==> config.mk <==
export PLATFORM = sky130hd
export DESIGN_NAME = serial_frame_capture
export DESIGN_NICKNAME = d
export VERILOG_FILES = /design/src/rtl/serial_frame_capture.sv
export SDC_FILE = /design/constraint.sdc
export NUM_CORES = 1
export LEC_CHECK = 0
export CORE_AREA = 2 2 94 115
export CTS_CLUSTER_DIAMETER = 30
export DETAILED_ROUTE_END_ITERATION = 8
export DIE_AREA = 0 0 96 117
export PLACE_DENSITY_LB_ADDON = 0.05
export SLEW_MARGIN = 20
export SYNTH_ARGS = -nofsm -noshare
export SYNTH_HDL_FRONTEND = slang
export SYNTH_SLANG_ARGS = --single-unit
==> constraint.sdc <==
create_clock -name clk -period 6.2 [get_ports clk]
set_clock_uncertainty 0.2 [all_clocks]
set_input_delay 1.24 -clock clk [delete_from_list [all_inputs] [get_ports clk]]
set_output_delay 1.24 -clock clk [all_outputs]
set_load 0.05 [all_outputs]
==> src/rtl/serial_frame_capture.sv <==
// serial_frame_capture
// Serial-to-parallel capture for single-bit debug/telemetry streams. Hunts for
// SYNC_PAT, then frames FRAME_WORDS words of WIDTH bits (MSB first) followed by
// a SYNC_W-bit sync field. Lock drops after MISS_MAX consecutive sync misses.
//
// Optional build macro: SERIAL_FRAME_CAPTURE_STATS_EN
//   defined   -> frame_cnt_o / miss_cnt_o are saturating statistics counters
//   undefined -> counter logic is not built, both outputs tie to 0
//
// state   | meaning
// --------+---------------------------------------------------------------
// ST_HUNT | searching the stream for SYNC_PAT, locked_o low
// ST_DATA | assembling data words of the current frame
// ST_SYNC | collecting the sync field that trails every frame
module serial_frame_capture #(
    parameter int                WIDTH       = 32,
    parameter int                SYNC_W      = 8,
    parameter logic [SYNC_W-1:0] SYNC_PAT    = 8'hA5,
    parameter int                FRAME_WORDS = 4,
    parameter int                MISS_MAX    = 3,
    parameter int                CNT_W       = 16,
    localparam int               IW          = (FRAME_WORDS > 1) ? $clog2(FRAME_WORDS) : 1
) (
    input  logic             clk,
    input  logic             rst,
    input  logic             data_i,
    input  logic             data_val_i,
    output logic [WIDTH-1:0] word_o,
    output logic             word_val_o,
    output logic [IW-1:0]    word_idx_o,
    output logic             sof_o,
    output logic             locked_o,
    output logic             sync_miss_o,
    output logic [CNT_W-1:0] frame_cnt_o,
    output logic [CNT_W-1:0] miss_cnt_o
);

    // The bit counter times both word and sync fields, so it is sized for the longer one.
    localparam int MAXLEN = (WIDTH > SYNC_W) ? WIDTH : SYNC_W;
    localparam int BW     = $clog2(MAXLEN);
    localparam int MW     = $clog2(MISS_MAX + 1);

    localparam logic [BW-1:0] WORD_LOAD = BW'(WIDTH - 1);
    localparam logic [BW-1:0] SYNC_LOAD = BW'(SYNC_W - 1);
    localparam logic [IW-1:0] LAST_WORD = IW'(FRAME_WORDS - 1);
    localparam logic [MW-1:0] LAST_MISS = MW'(MISS_MAX - 1);

    typedef enum logic [1:0] {
        ST_HUNT = 2'd0,
        ST_DATA = 2'd1,
        ST_SYNC = 2'd2
    } state_t;

    state_t           state_q, state_d;
    logic [WIDTH-2:0] word_sr_q, word_sr_d;
    logic [BW-1:0]    bit_cnt_q, bit_cnt_d;
    logic [IW-1:0]    word_cnt_q, word_cnt_d;
    logic [MW-1:0]    consec_q, consec_d;

    logic [WIDTH-1:0] word_q, word_d;
    logic             word_val_q, word_val_d;
    logic [IW-1:0]    word_idx_q, word_idx_d;
    logic             sof_q, sof_d;
    logic             locked_q, locked_d;
    logic             sync_miss_q, sync_miss_d;

    // Last SYNC_W bits of the stream including the bit presented this cycle.
    // Only SYNC_W-1 bits need storage; the live bit completes the field, which
    // serves both the HUNT search and the trailing sync-field compare.
    logic [SYNC_W-1:0] field_w;
    logic [WIDTH-1:0]  word_full;

    generate
        if (SYNC_W == 1) begin : g_hunt_one
            assign field_w = data_i;
        end else begin : g_hunt_reg
            logic [SYNC_W-2:0] hunt_q;

            // Hunt history shifts on every valid bit in every state and is never
            // cleared on lock loss, so a failed field cannot trigger a false relock.
            always_ff @(posedge clk) begin
                if (rst) begin
                    hunt_q <= '0;
                end else if (data_val_i) begin
                    hunt_q <= field_w[SYNC_W-2:0];
                end
            end

            assign field_w = {hunt_q, data_i};
        end
    endgenerate

    assign word_full = {word_sr_q, data_i};

    // Framing state and output registers.
    always_ff @(posedge clk) begin
        if (rst) begin
            state_q     <= ST_HUNT;
            word_sr_q   <= '0;
            bit_cnt_q   <= '0;
            word_cnt_q  <= '0;
            consec_q    <= '0;
            word_q      <= '0;
            word_val_q  <= 1'b0;
            word_idx_q  <= '0;
            sof_q       <= 1'b0;
            locked_q    <= 1'b0;
            sync_miss_q <= 1'b0;
        end else begin
            state_q     <= state_d;
            word_sr_q   <= word_sr_d;
            bit_cnt_q   <= bit_cnt_d;
            word_cnt_q  <= word_cnt_d;
            consec_q    <= consec_d;
            word_q      <= word_d;
            word_val_q  <= word_val_d;
            word_idx_q  <= word_idx_d;
            sof_q       <= sof_d;
            locked_q    <= locked_d;
            sync_miss_q <= sync_miss_d;
        end
    end

    // Next-state and output decode; nothing moves on cycles without a valid bit.
    always_comb begin
        state_d     = state_q;
        word_sr_d   = word_sr_q;
        bit_cnt_d   = bit_cnt_q;
        word_cnt_d  = word_cnt_q;
        consec_d    = consec_q;
        word_d      = word_q;
        word_idx_d  = word_idx_q;
        word_val_d  = 1'b0;
        sof_d       = 1'b0;
        sync_miss_d = 1'b0;

        if (data_val_i) begin
            unique case (state_q)
                ST_HUNT: begin
                    if (field_w == SYNC_PAT) begin
                        state_d    = ST_DATA;
                        bit_cnt_d  = WORD_LOAD;
                        word_cnt_d = '0;
                        consec_d   = '0;
                    end
                end

                ST_DATA: begin
                    word_sr_d = word_full[WIDTH-2:0];
                    if (bit_cnt_q == '0) begin
                        word_d     = word_full;
                        word_val_d = 1'b1;
                        word_idx_d = word_cnt_q;
                        sof_d      = (word_cnt_q == '0);
                        if (word_cnt_q == LAST_WORD) begin
                            state_d    = ST_SYNC;
                            word_cnt_d = '0;
                            bit_cnt_d  = SYNC_LOAD;
                        end else begin
                            word_cnt_d = word_cnt_q + IW'(1);
                            bit_cnt_d  = WORD_LOAD;
                        end
                    end else begin
                        bit_cnt_d = bit_cnt_q - BW'(1);
                    end
                end

                ST_SYNC: begin
                    if (bit_cnt_q == '0) begin
                        bit_cnt_d = WORD_LOAD;
                        if (field_w == SYNC_PAT) begin
                            consec_d = '0;
                            state_d  = ST_DATA;
                        end else begin
                            sync_miss_d = 1'b1;
                            if (consec_q == LAST_MISS) begin
                                consec_d = '0;
                                state_d  = ST_HUNT;
                            end else begin
                                // Flywheel: keep frame alignment through isolated misses.
                                consec_d = consec_q + MW'(1);
                                state_d  = ST_DATA;
                            end
                        end
                    end else begin
                        bit_cnt_d = bit_cnt_q - BW'(1);
                    end
                end

                default: begin
                    state_d = ST_HUNT;
                end
            endcase
        end
    end

    assign locked_d = (state_d != ST_HUNT);

`ifdef SERIAL_FRAME_CAPTURE_STATS_EN
    logic [CNT_W-1:0] frame_cnt_q, frame_cnt_d;
    logic [CNT_W-1:0] miss_cnt_q, miss_cnt_d;
    logic             frame_done;

    assign frame_done = (state_q == ST_DATA) && (state_d == ST_SYNC);

    always_comb begin
        frame_cnt_d = frame_cnt_q;
        miss_cnt_d  = miss_cnt_q;
        if (frame_done && (frame_cnt_q != '1)) begin
            frame_cnt_d = frame_cnt_q + CNT_W'(1);
        end
        if (sync_miss_d && (miss_cnt_q != '1)) begin
            miss_cnt_d = miss_cnt_q + CNT_W'(1);
        end
    end

    // Saturating statistics counters.
    always_ff @(posedge clk) begin
        if (rst) begin
            frame_cnt_q <= '0;
            miss_cnt_q  <= '0;
        end else begin
            frame_cnt_q <= frame_cnt_d;
            miss_cnt_q  <= miss_cnt_d;
        end
    end

    assign frame_cnt_o = frame_cnt_q;
    assign miss_cnt_o  = miss_cnt_q;
`else
    assign frame_cnt_o = '0;
    assign miss_cnt_o  = '0;
`endif

    assign word_o      = word_q;
    assign word_val_o  = word_val_q;
    assign word_idx_o  = word_idx_q;
    assign sof_o       = sof_q;
    assign locked_o    = locked_q;
    assign sync_miss_o = sync_miss_q;

endmodule

==> impl_metrics.yaml, run 1 <==
run_status:
  outcome: "complete, no violations"
min_path:
  hold-path-cell-count: 2
  min-delay-start: "word_o[19]"
  hold_class: "register to register"
  worstHoldEndpoint: "word_o[19]"
detailed_routing:
  drt_iter0_drc: 119
  via_per_inst: 4.72
  vias: 2870
  drc_errors: 0
  antenna_left: 0
  drt_pass1_iterations: 4
  drt_wl_total_um: 7570
  routedWlPerCell_um: 12.4
global_route:
  grt.total_usage: 0.144
  overflow: 0
  grt_pass1_wl_um: 12500
  grt_pass1_vias: 2552
  grt_max_degree: 91
  antenna_found_initial: 0
cts:
  postCtsHoldBufs: 0
  clkSlewWorstSetupHoldPaths_ns: 0.06
  cts_resized: 0
  htreeDepth: 3
  root_buffer: "clkbuf_16"
  cts_made_buffers: 9
  cts_tree: "built"
  clock_latency_ns: 0.34
  clock_path_buffers: 2
  cts_sinks: 87
  post_cts_buffers: 0
floorplanning:
  num_rows: 41
  dieArea_mm2: 0.0112
  fp.dieH_um: 117
  io_pins: 74
  core_mm2: 0.0102
  die_x_um: 96
  start_util: 0.388
sta:
  finalSetupViolCount: 0
  max_freq_ghz: 0.258
  tightest_slew_ns: 0.851
  slew_viol_final: 0
  relSlewSlack: 0.431
  final_hold_viol_count: 0
  fin_ws_ns: 2.32
  setup_tns_ns: 0
  whs_ns: 0.264
  rsz0062_at_grt: "false"
  post-route-period-util: 0.626
  period_minus_slack_ns: 3.88
finish:
  drive_gt1_frac: 0.184
  n_fill_cell: 1052
  register_area_mm2: 0.00174
  instances_no_fill: 608
  final_common_cell: "nand2_1"
  multiInputGateArea_mm2: 0.00190
  final_nets: 485
  layout_common_cells: "nand2_1 (104), dfxtp_1 (87), a21oi_1 (40), clkdlybuf4s50_1 (40), conb_1 (32)"
  syn2layout_area_growth_pct: 15.7
  antenna_cells: 0
logic_synthesis:
  ys.flop_type: "dfxtp_1"
  synthAdderAreaFrac: 0.0221
  synth_compound_area_frac: 0.177
  synth-simple-area-share: 0.219
  yosysWarningCount: 0
  synth_xor_area_frac: 0.00221
  synth_cell_types: 48
  avgSynthCellArea_um2: 8.82
  synth_top_family_by_area: "simple AND/OR/NAND/NOR gates"
  synthArstFlopShare: 0
  yosysSeqAreaShare: 0.440
  post_synth_mux_area_share: 0.0297
  synth_area_mm2: 0.00396
  synth_edf_count: 0
  synth-seq-cells: 87
  syn_inst: 449
place:
  post-place-ws_ns: 1.94
  routabilityCongestion: 0.753
  dpl.cell_count: 592
  port-buffer-count: 41
  hpwl_um: 4700
pwr:
  p_comb_frac: 0.052
  switching_share: 0.229
  power_w: 0.00121
  power_switching_w: 0.000276
  seq_power_share: 0.465
  clkPwrFrac: 0.483
  leakagePower_nw: 1.56
  ir_worst_vdd_mv: 0.150
  p_per_area_mw_per_mm2: 263
  cellInternalPower_w: 0.000930
critical_path:
  worstPathRequired_ns: 6.27
  worstSetupPathType: "primary input to register"
  arrival_ns: 3.95
  cp_max_fo: 34
  rrSetupSlack_ns: 3.48
  start_kind: "primary input"
  crit_path_end_kind: "register"
  reg2regPathDepth: 5
  timing.rr.end: "word_o[28]"
  r2r-start: "state_q[0]"
flow_run:
  maxCapViolCount: 0
## power by group through the flow
stage / sequential, W / clock [W] / combinational (W)
global placement: 0.000573 / 0 / 0.0000622
global route: 0.000560 / 0.000620 / 0.0000660
finish: 0.000560 / 0.000583 / 0.0000627
CTS: 0.000560 / 0.000604 / 0.0000624
detailed placement: 0.000573 / 0 / 0.0000624
floorplan: 0.000573 / 0 / 0.0000738
## synth_stat cells (4+ instances only)
cell	instances	area, um2
nand2_1	104	390
dfxtp_1	87	1740
a21oi_1	40	200
buf_4	32	240
nand2_2	31	194
a21oi_2	30	263
clkbuf_1	18	67.6
nor2_1	14	52.6
inv_1	8	30.0
mux2i_1	8	80.1
ha_1	7	87.6
nor3_1	6	30.0
nor2b_1	5	31.3
buf_2	4	20.0
nand2b_1	4	25.0
## state kept, by name (all words and copies together), names as in the netlist
register / flops
bit_cnt_q: 5
consec_q: 2
g_hunt_reg.hunt_q: 7
locked_o: 1
sof_o: 1
state_q: 2
sync_miss_o: 1
word_cnt_q: 2
word_idx_o: 2
word_o: 32
word_sr_q: 31
word_val_o: 1
## metal layers
metal,vias up,routed length (um),track usage
met1,1328,3560,0.185
met4,0,177,0.0914
met2,65,3530,0.219
met5,-,0,0
met3,12,305,0.0294
li1,1465,-,-
## logic make-up after synthesis
| kind of cell | Yosys count |
|---|---|
| multiplexers | 10 |
| XOR/XNOR | 1 |
| other | 1 |
| flip-flops | 87 |
| adder cells (fa/ha/maj) | 7 |
| AND/OR/NAND/NOR | 178 |
| AO/OA/AOI/OAI | 97 |
| buffers and inverters | 68 |
## critical path, cell delays in order
cell and delay, ns:
clkdlybuf4s50_1 1.03, nand2_2 0.64, nor2_8 0.74, nand2_2 0.11, a21oi_2 0.14
## stage by stage
step / util / instance area [um2]
after floorplan: - / 4080
after CTS: 0.448 / 4580
after detailed placement: 0.417 / 4260
final: 0.449 / 4580
after global placement: 0.417 / 4260
after global routing: 0.449 / 4580
## worst max path at each step
stage               start          to  slack (ns)
2_1_floorplan  data_val_i  word_o[15]        3.57
3_3_place_gp   data_val_i   word_o[5]        1.98
3_5_place_dp   data_val_i  word_o[28]        1.94
4_1_cts        data_val_i  word_o[28]        2.30
5_1_grt        data_val_i   word_o[5]        2.06
6_report       data_val_i  word_o[28]        2.32
## layout make-up
| cell class | instances | share of cell area |
|---|---|---|
| sequential | 87 | 0.380 |
| clock buffer | 12 | 0.0538 |
| multi-input combinational | 325 | 0.415 |
| timing repair buffer | 43 | 0.0931 |
| tap | 129 | 0.0352 |
| clock inverter | 4 | 0.0167 |
| inverter | 8 | 0.00655 |
No activity file was read; power rests on OpenSTA's default activity.
==> run 2, diff against run 1 <==
clock period = 3.9 ns   (was 6.2 ns; I/O delays follow)
==> run 2 against run 1 <==
  * Hold slack worse by 0.0025 ns
  * First-iteration DRC count up 5.9%
  * Clock power rose by 70%
  * Count of clock-buffer cells in the layout fell by 1
  * Die area did not move
  * Sequential share of layout area fell by 0.42 points
  * Total power increased by 64%
  * Sequential cell count did not move
  * Global-route usage hardly changed
  * Utilization increased by 0.50 points
  * Critical path depth unchanged
  * Setup slack lost 0.97 ns
  * Highest routed layer unchanged
==> impl_metrics.yaml, run 2 (same netlist as run 1, synthesis figures left out) <==
critical_path:
  worstSetupPathType: "primary input to register"
  rrSetupSlack_ns: 1.37
  crit_path_end_kind: "register"
  worstPathRequired_ns: 3.92
  timing.rr.end: "word_o[5]"
  arrival_ns: 2.57
  crit_start: "data_i"
  r2r-start: "bit_cnt_q[0]"
  start_kind: "primary input"
  reg2regPathDepth: 6
  cp_max_fo: 10
cts:
  htreeDepth: 3
  clkSlewWorstSetupHoldPaths_ns: 0.06
  cts_sinks: 87
  cts_tree: "built"
  cts_made_buffers: 9
  clock_latency_ns: 0.33
  clock_path_buffers: 2
  root_buffer: "clkbuf_16"
  postCtsHoldBufs: 0
  cts_resized: 0
  post_cts_buffers: 0
detailed_routing:
  drt_pass1_iterations: 4
  vias: 2851
  antenna_left: 0
  routedWlPerCell_um: 12.4
  drc_errors: 0
  drt_wl_total_um: 7580
  drt_iter0_drc: 126
  via_per_inst: 4.67
floorplanning:
  core_mm2: 0.0102
  io_pins: 74
  die_x_um: 96
  start_util: 0.388
  fp.dieH_um: 117
  num_rows: 41
  dieArea_mm2: 0.0112
pwr:
  power_w: 0.00198
  p_per_area_mw_per_mm2: 428
  leakagePower_nw: 1.59
  ir_worst_vdd_mv: 0.275
finish:
  syn2layout_area_growth_pct: 17.0
  drive_gt1_frac: 0.189
  n_fill_cell: 1032
  final_nets: 487
  antenna_cells: 0
  final_common_cell: "nand2_1"
  layout_common_cells: "nand2_1 (104), dfxtp_1 (87), a21oi_1 (40), clkdlybuf4s50_1 (40), conb_1 (32)"
  register_area_mm2: 0.00174
  fin_util: 0.454
  fin_area_mm2: 0.00463
  multiInputGateArea_mm2: 0.00190
  largest_reg_flops: 32
sta:
  setup_tns_ns: 0
  post-route-period-util: 0.653
  period_minus_slack_ns: 2.55
  slew_viol_final: 0
  rsz0062_at_grt: "false"
  tightest_slew_ns: 0.805
  finalSetupViolCount: 0
  max_freq_ghz: 0.393
  relSlewSlack: 0.463
  final_hold_viol_count: 0
  whs_ns: 0.261
min_path:
  hold_class: "register to register"
  min-delay-start: "word_o[5]"
  worstHoldEndpoint: "word_o[5]"
  hold-path-cell-count: 2
global_route:
  grt_pass1_vias: 2692
  antenna_found_initial: 0
  grt.total_usage: 0.144
  grt_max_degree: 91
  grt_pass1_wl_um: 12700
  overflow: 0
run_status:
  outcome: "complete, no violations"
place:
  port-buffer-count: 41
  place_area_mm2: 0.00428
  hpwl_um: 4730
  routabilityCongestion: 0.766
flow_run:
  maxCapViolCount: 0
[run 2: cell types whose count changed in the layout (fill, tap and decap cells not counted), sizes merged]
cell | before | now
buf | 3 | 5
bufinv | 2 | 3
clkbuf | 12 | 11
clkinv | 0 | 1
clkinvlp | 1 | 0
[run 2: area by class of cell]
type / instances / area share
Multi-Input combinational cell: 325 / 0.410
Sequential cell: 87 / 0.376
Timing Repair Buffer: 45 / 0.0980
Clock buffer: 11 / 0.0524
Tap cell: 129 / 0.0348
Clock inverter: 5 / 0.0224
Inverter: 8 / 0.00648
[run 2: worst max-delay path: stages]
cell             delay, ns
clkdlybuf4s50_1       0.55
nand4bb_1             0.30
o21ai_4               0.42
o2111ai_4             0.20
mux2_4                0.32
[run 2: worst max-delay path by stage]
stage                             end  slack, ns  cells after the start
after detailed placement  consec_q[0]       1.02                      5
after global placement    consec_q[0]       1.02                      5
after global routing        word_o[3]       1.23                      6
after CTS                   word_o[5]       1.36                      6
final                     consec_q[0]       1.35                      5
after floorplan            word_o[15]       1.73                      7
[run 2: through the flow]
step | std cells | setup slack [ns]
global route | 610 | 1.23
finish | 610 | 1.35
floorplan | 480 | 1.73
detailed placement | 594 | 1.02
global placement | 594 | 1.02
CTS | 610 | 1.36
[run 2: power breakdown]
group          switching [W]  internal [W]
logic              0.0000921    0.00000795
registers        0.000000835      0.000890
clock network       0.000347      0.000645
total               0.000440       0.00154
[run 2: layer usage]
| metal | share of wire | track usage |
|---|---|---|
| met1 | 0.47 | 0.182 |
| met2 | 0.47 | 0.233 |
| met3 | 0.044 | 0.0365 |
| met4 | 0.014 | 0.0600 |
| met5 | 0 | 0 |
